[config.mk]
export PLATFORM = sky130hd
export DESIGN_NAME = seq_shift_add_multiplier
export DESIGN_NICKNAME = d
export VERILOG_FILES = /design/src/rtl/seq_shift_add_multiplier.sv
export SDC_FILE = /design/constraint.sdc
export NUM_CORES = 1
export LEC_CHECK = 0
export ABC_AREA = 1
export CAP_MARGIN = 10
export CORE_ASPECT_RATIO = 0.7
export CORE_UTILIZATION = 30
export DETAILED_ROUTE_END_ITERATION = 10
export PLACE_DENSITY_LB_ADDON = 0.1
export SLEW_MARGIN = 20
export SYNTH_ARGS = -nofsm -noshare
export SYNTH_HDL_FRONTEND = slang
export SYNTH_SLANG_ARGS = --single-unit
export TNS_END_PERCENT = 30
[constraint.sdc]
create_clock -name clk -period 6.6 [get_ports clk]
set_input_delay 1.32 -clock clk [delete_from_list [all_inputs] [get_ports clk]]
set_output_delay 1.32 -clock clk [all_outputs]
set_load 0.005 [all_outputs]
[src/rtl/seq_shift_add_multiplier.sv]
// Iterative radix-2 shift-add multiplier with valid/ready handshakes; one multiplier bit per clock.
// Define MULT_SIGNED_EN to add the in_signed port (sign-magnitude two's-complement multiply).
module seq_shift_add_multiplier #(
    parameter int unsigned WIDTH = 4
) (
    input  logic               clk,
    input  logic               rst,
    input  logic               in_valid,
    output logic               in_ready,
    input  logic [WIDTH-1:0]   a,
    input  logic [WIDTH-1:0]   b,
`ifdef MULT_SIGNED_EN
    input  logic               in_signed,
`endif
    output logic               out_valid,
    input  logic               out_ready,
    output logic [2*WIDTH-1:0] out
);

    localparam int unsigned CW = $clog2(WIDTH) + 1;
    localparam logic [CW-1:0] LAST = CW'(WIDTH - 1);

    typedef enum logic [1:0] {StIdle, StRun, StDone} state_e;

    state_e state_q, state_d;

    logic [WIDTH-1:0]   a_q, b_q;
    logic [2*WIDTH-1:0] acc_q, out_q;
    logic [CW-1:0]      cnt_q;

    logic [WIDTH-1:0]   a_in, b_in;
    logic               bit_set;
    logic [2*WIDTH-1:0] addend, acc_sum, prod_final;

`ifdef MULT_SIGNED_EN
    logic neg_q, neg_in;

    // Negative operands are stored as magnitudes; -2^(W-1) still fits unsigned.
    always_comb begin
        a_in   = (in_signed && a[WIDTH-1]) ? (~a + 1'b1) : a;
        b_in   = (in_signed && b[WIDTH-1]) ? (~b + 1'b1) : b;
        neg_in = in_signed && (a[WIDTH-1] ^ b[WIDTH-1]);
    end
`else
    always_comb begin
        a_in = a;
        b_in = b;
    end
`endif

    always_comb begin
        bit_set = |(b_q & (WIDTH'(1) << cnt_q));
        addend  = bit_set ? ({{WIDTH{1'b0}}, a_q} << cnt_q) : '0;
        acc_sum = acc_q + addend;
`ifdef MULT_SIGNED_EN
        prod_final = neg_q ? (~acc_sum + 1'b1) : acc_sum;
`else
        prod_final = acc_sum;
`endif
    end

    always_ff @(posedge clk) begin
        if (rst) begin
            state_q <= StIdle;
        end else begin
            state_q <= state_d;
        end
    end

    always_comb begin
        state_d = state_q;
        case (state_q)
            StIdle: if (in_valid) state_d = StRun;
            StRun:  if (cnt_q == LAST) state_d = StDone;
            StDone: if (out_ready) state_d = StIdle;
            default: state_d = StIdle;
        endcase
    end

    always_ff @(posedge clk) begin
        if (rst) begin
            a_q   <= '0;
            b_q   <= '0;
            acc_q <= '0;
            cnt_q <= '0;
            out_q <= '0;
`ifdef MULT_SIGNED_EN
            neg_q <= 1'b0;
`endif
        end else begin
            case (state_q)
                StIdle: begin
                    if (in_valid) begin
                        a_q   <= a_in;
                        b_q   <= b_in;
                        acc_q <= '0;
                        cnt_q <= '0;
`ifdef MULT_SIGNED_EN
                        neg_q <= neg_in;
`endif
                    end
                end
                StRun: begin
                    acc_q <= acc_sum;
                    cnt_q <= cnt_q + 1'b1;
                    if (cnt_q == LAST) out_q <= prod_final;
                end
                default: ;
            endcase
        end
    end

    assign in_ready  = (state_q == StIdle);
    assign out_valid = (state_q == StDone);
    assign out       = out_q;

endmodule

==> results.yml <==
critical_path:
  reg2reg_slack_ns: 3.59
  timing.critical_path.cells: "ha_1 > ha_1 > nand2_1 > nand2_1 > nor2_1 > nor2_1 > inv_1 > nor3_1 > ha_1 > inv_1 > fa_1 > inv_1 > nand3_1 > nand2_1 > xor2_1 > nand2_1 > a21oi_1"
  crit_family: "adder cells"
  critical_path.max_stage_delay_ns: 0.56
  setup.worst_path.start_class: "register"
  critical-path-slowest-cell: "sky130_fd_sc_hd__dfxtp_1"
  worstPathMaxFanout: 10
  timing.critical_path.to_type: "register"
  critical_path.reg2reg.endpoint: "acc_q[4]$_SDFFE_PP0P_"
  worst-path-buf-inv: 3
  endpoint: "acc_q[4]$_SDFFE_PP0P_"
  crit_cells: 17
  rr_worst_depth: 17
  crit_path_frequent_cell: "sky130_fd_sc_hd__nand2_1"
  worstPathArrival_ns: 3.22
  crit_path_from: "cnt_q[1]$_SDFFE_PP0P_"
  rr_startpoint: "cnt_q[1]$_SDFFE_PP0P_"
  criticalPathCategory: "register to register"
  cp.required_ns: 6.81
placement:
  port_buffers: 21
  dp.cells: 330
  detailedPlacementHpwl_mm: 2.97
  dp_worst_setup_slack_ns: 3.50
  routabilityCongestion: 0.788
  placed_area_sq_um: 1940
finish:
  instances_no_fill: 338
  utilization_pct: 38.5
  final_common_cell: "sky130_fd_sc_hd__nand2_1"
  final_cell_area_sq_um: 2060
  finish.net_count: 290
  insertedDiodeCount: 0
  post_route_cells_drive_above_1_share_pct: 7.89
  combined_area_of_the_multi_input_logic_cells_sq_um: 942
  highest_count_cells_in_the_layout_ignoring_fill_and_taps: "sky130_fd_sc_hd__nand2_1 (63), sky130_fd_sc_hd__dfxtp_1 (29), sky130_fd_sc_hd__nor2_1 (25), sky130_fd_sc_hd__inv_1 (25), sky130_fd_sc_hd__a21oi_1 (24)"
  sequential_cell_area_sq_um: 581
  layout.filler_cells: 586
  synthToLayoutAreaGrowth_pct: 21.9
route:
  drtPass1Iterations: 4
  antenna_violating_nets_left: 0
  detailroute.via_count: 1541
  routed_via_density: 4.56
  remaining_drcs: 0
  detail_route.wirelength_mm: 4.00
  initialDrtViolationCount: 52
  post_detailed_route_wirelength_per_cell_microns: 11.8
die:
  start_util_pct: 31.6
  core_sq_um: 5340
  row_count: 22
  die_x_microns: 91.6
  num_io_pins: 22
  dieHeight_microns: 64.7
  die_outline_area_sq_um: 5930
clock_tree:
  clock-root-buffer: "sky130_fd_sc_hd__clkbuf_8"
  htreeDepth: 2
  ctsLongestPathBuffers: 2
  cts_resized: 0
  cts_tree: "built"
  cts-hold-fix-buffers: 0
  numClockSinks: 29
  cts_made_buffers: 5
  cts_post_setup_buffers_inserted: 0
  clkSlewWorstSetupHoldPaths_ns: 0.07
  worst_skew_pair.late_latency_ns: 0.29
timing:
  postLayoutSetupSlackWorst_ns: 3.59
  setup-violations-final: 0
  maxSlewHeadroom_pct: 56.1
  slew_viol_final: 0
  hold_viol: 0
  finalCritPeriodShare_pct: 45.5
  finalCriticalPeriod_ns: 3.01
  max_freq_mhz: 333
  grt_setup_unrepaired: "no"
  fin_worst_skew_ns: 0.00538
  final.setup.tns_ns: 0
  hold_slack_ns: 0.470
  max_slew.worst_pin.slew_ns: 0.657
min_path:
  worstHoldPathType: "register to register"
  hold-path-cell-count: 2
yosys:
  sequential_cell_area_fraction_in_the_yosys_report_pct: 34.4
  avgSynthCellArea_sq_um: 6.88
  syn-cell-area_sq_um: 1690
  synth-seq-cells: 29
  syn-instance-count: 245
  synth.top_cell.area_share_pct: 34.4
  postSynthNetCount: 270
  cell_variety_after_synth: 28
  synth-warning-count: 0
  post-synth-top-area-cell: "sky130_fd_sc_hd__dfxtp_1"
  synth_area_leaders: "sky130_fd_sc_hd__dfxtp_1 (34%), sky130_fd_sc_hd__nand2_1 (14%), sky130_fd_sc_hd__ha_1 (8.9%)"
global_route:
  globalRouteOverflowTotal: 0
  antenna_violations_before_repair: 0
  first_global_vias: 1430
  grt_max_degree: 17
  grt_pass1_wl_mm: 6.97
  gr-usage-all-layers_pct: 15.3
pwr:
  power.total_mw: 0.431
  total_leakage_power_nw: 0.913
  p_per_area_nw_per_um2: 210
  ir_drop_mv: 0.105
outcome:
  status: "finished clean"
job:
  maxCapViolations: 0
[where the power goes]
group          internal [mW]  switching, mW
clock                  0.123         0.0717
sequential             0.181        0.00599
combinational         0.0185         0.0305
[layer usage]
layer	wire, microns	vias up	share of wire (%)	track usage [%]
met5	0	-	0	0
li1	-	827	-	-
met3	161	7	4.0	3.52
met2	1370	25	34	19.9
met1	2400	682	60	23.6
met4	63	0	1.6	5.95
[layout make-up]
| cell class | instances | share of cell area (%) |
|---|---|---|
| inverters | 31 | 5.66 |
| clock buffers | 7 | 4.20 |
| flip-flops and latches | 29 | 28.2 |
| multi-input cells | 177 | 45.8 |
| well taps | 72 | 4.38 |
| clock inverters | 1 | 1.46 |
| repair buffers | 21 | 10.2 |
[cells by family after synthesis]
logic type	after synthesis	synth area share (%)
and+or+nand+nor	114	29.2
xor gates and xnor gates	3	1.56
adders and majority gates	13	10.1
DFF	29	34.4
buffers and inverters	39	9.72
AOI/OAI and AO/OA	47	15.0
[Yosys cell counts, drive strengths merged]
library cell	instances
ha	12
inv	31
buf	6
fa	1
nor3	1
nor2	28
a21o	1
o21ai	16
o211ai	1
nand4	3
xor2	2
o21a	1
nand2	66
or2	1
clkbuf	2
nand3	15
o21bai	2
a211oi	2
xnor2	1
dfxtp	29
a21oi	24
[worst min-delay path by stage]
stage	from	end	slack, ns
after global placement	acc_q[2]$_SDFFE_PP0P_	acc_q[2]$_SDFFE_PP0P_	0.46
final	out[0]$_SDFFE_PP0P_	out[0]$_SDFFE_PP0P_	0.47
after floorplan	a_q[2]$_SDFFE_PP0P_	a_q[2]$_SDFFE_PP0P_	0.44
after detailed placement	a_q[2]$_SDFFE_PP0P_	a_q[2]$_SDFFE_PP0P_	0.46
after CTS	a_q[2]$_SDFFE_PP0P_	a_q[2]$_SDFFE_PP0P_	0.47
after global routing	a_q[2]$_SDFFE_PP0P_	a_q[2]$_SDFFE_PP0P_	0.48
[registers in the layout, summed over array words and instances, names as in the netlist]
signal,cells
cnt_q,3
state_q,2
acc_q,8
a_q,4
out,8
b_q,4
[worst reg2reg max path, stage by stage (launching register included)]
cell,delay [ns]
sky130_fd_sc_hd__dfxtp_1,0.56
sky130_fd_sc_hd__ha_1,0.23
sky130_fd_sc_hd__ha_1,0.20
sky130_fd_sc_hd__nand2_1,0.14
sky130_fd_sc_hd__nand2_1,0.11
sky130_fd_sc_hd__nor2_1,0.07
sky130_fd_sc_hd__nor2_1,0.08
sky130_fd_sc_hd__inv_1,0.07
sky130_fd_sc_hd__nor3_1,0.19
sky130_fd_sc_hd__ha_1,0.21
sky130_fd_sc_hd__inv_1,0.06
sky130_fd_sc_hd__fa_1,0.39
sky130_fd_sc_hd__inv_1,0.09
sky130_fd_sc_hd__nand3_1,0.06
sky130_fd_sc_hd__nand2_1,0.09
sky130_fd_sc_hd__xor2_1,0.19
sky130_fd_sc_hd__nand2_1,0.07
sky130_fd_sc_hd__a21oi_1,0.12
No activity file was read; power rests on OpenSTA's default activity.
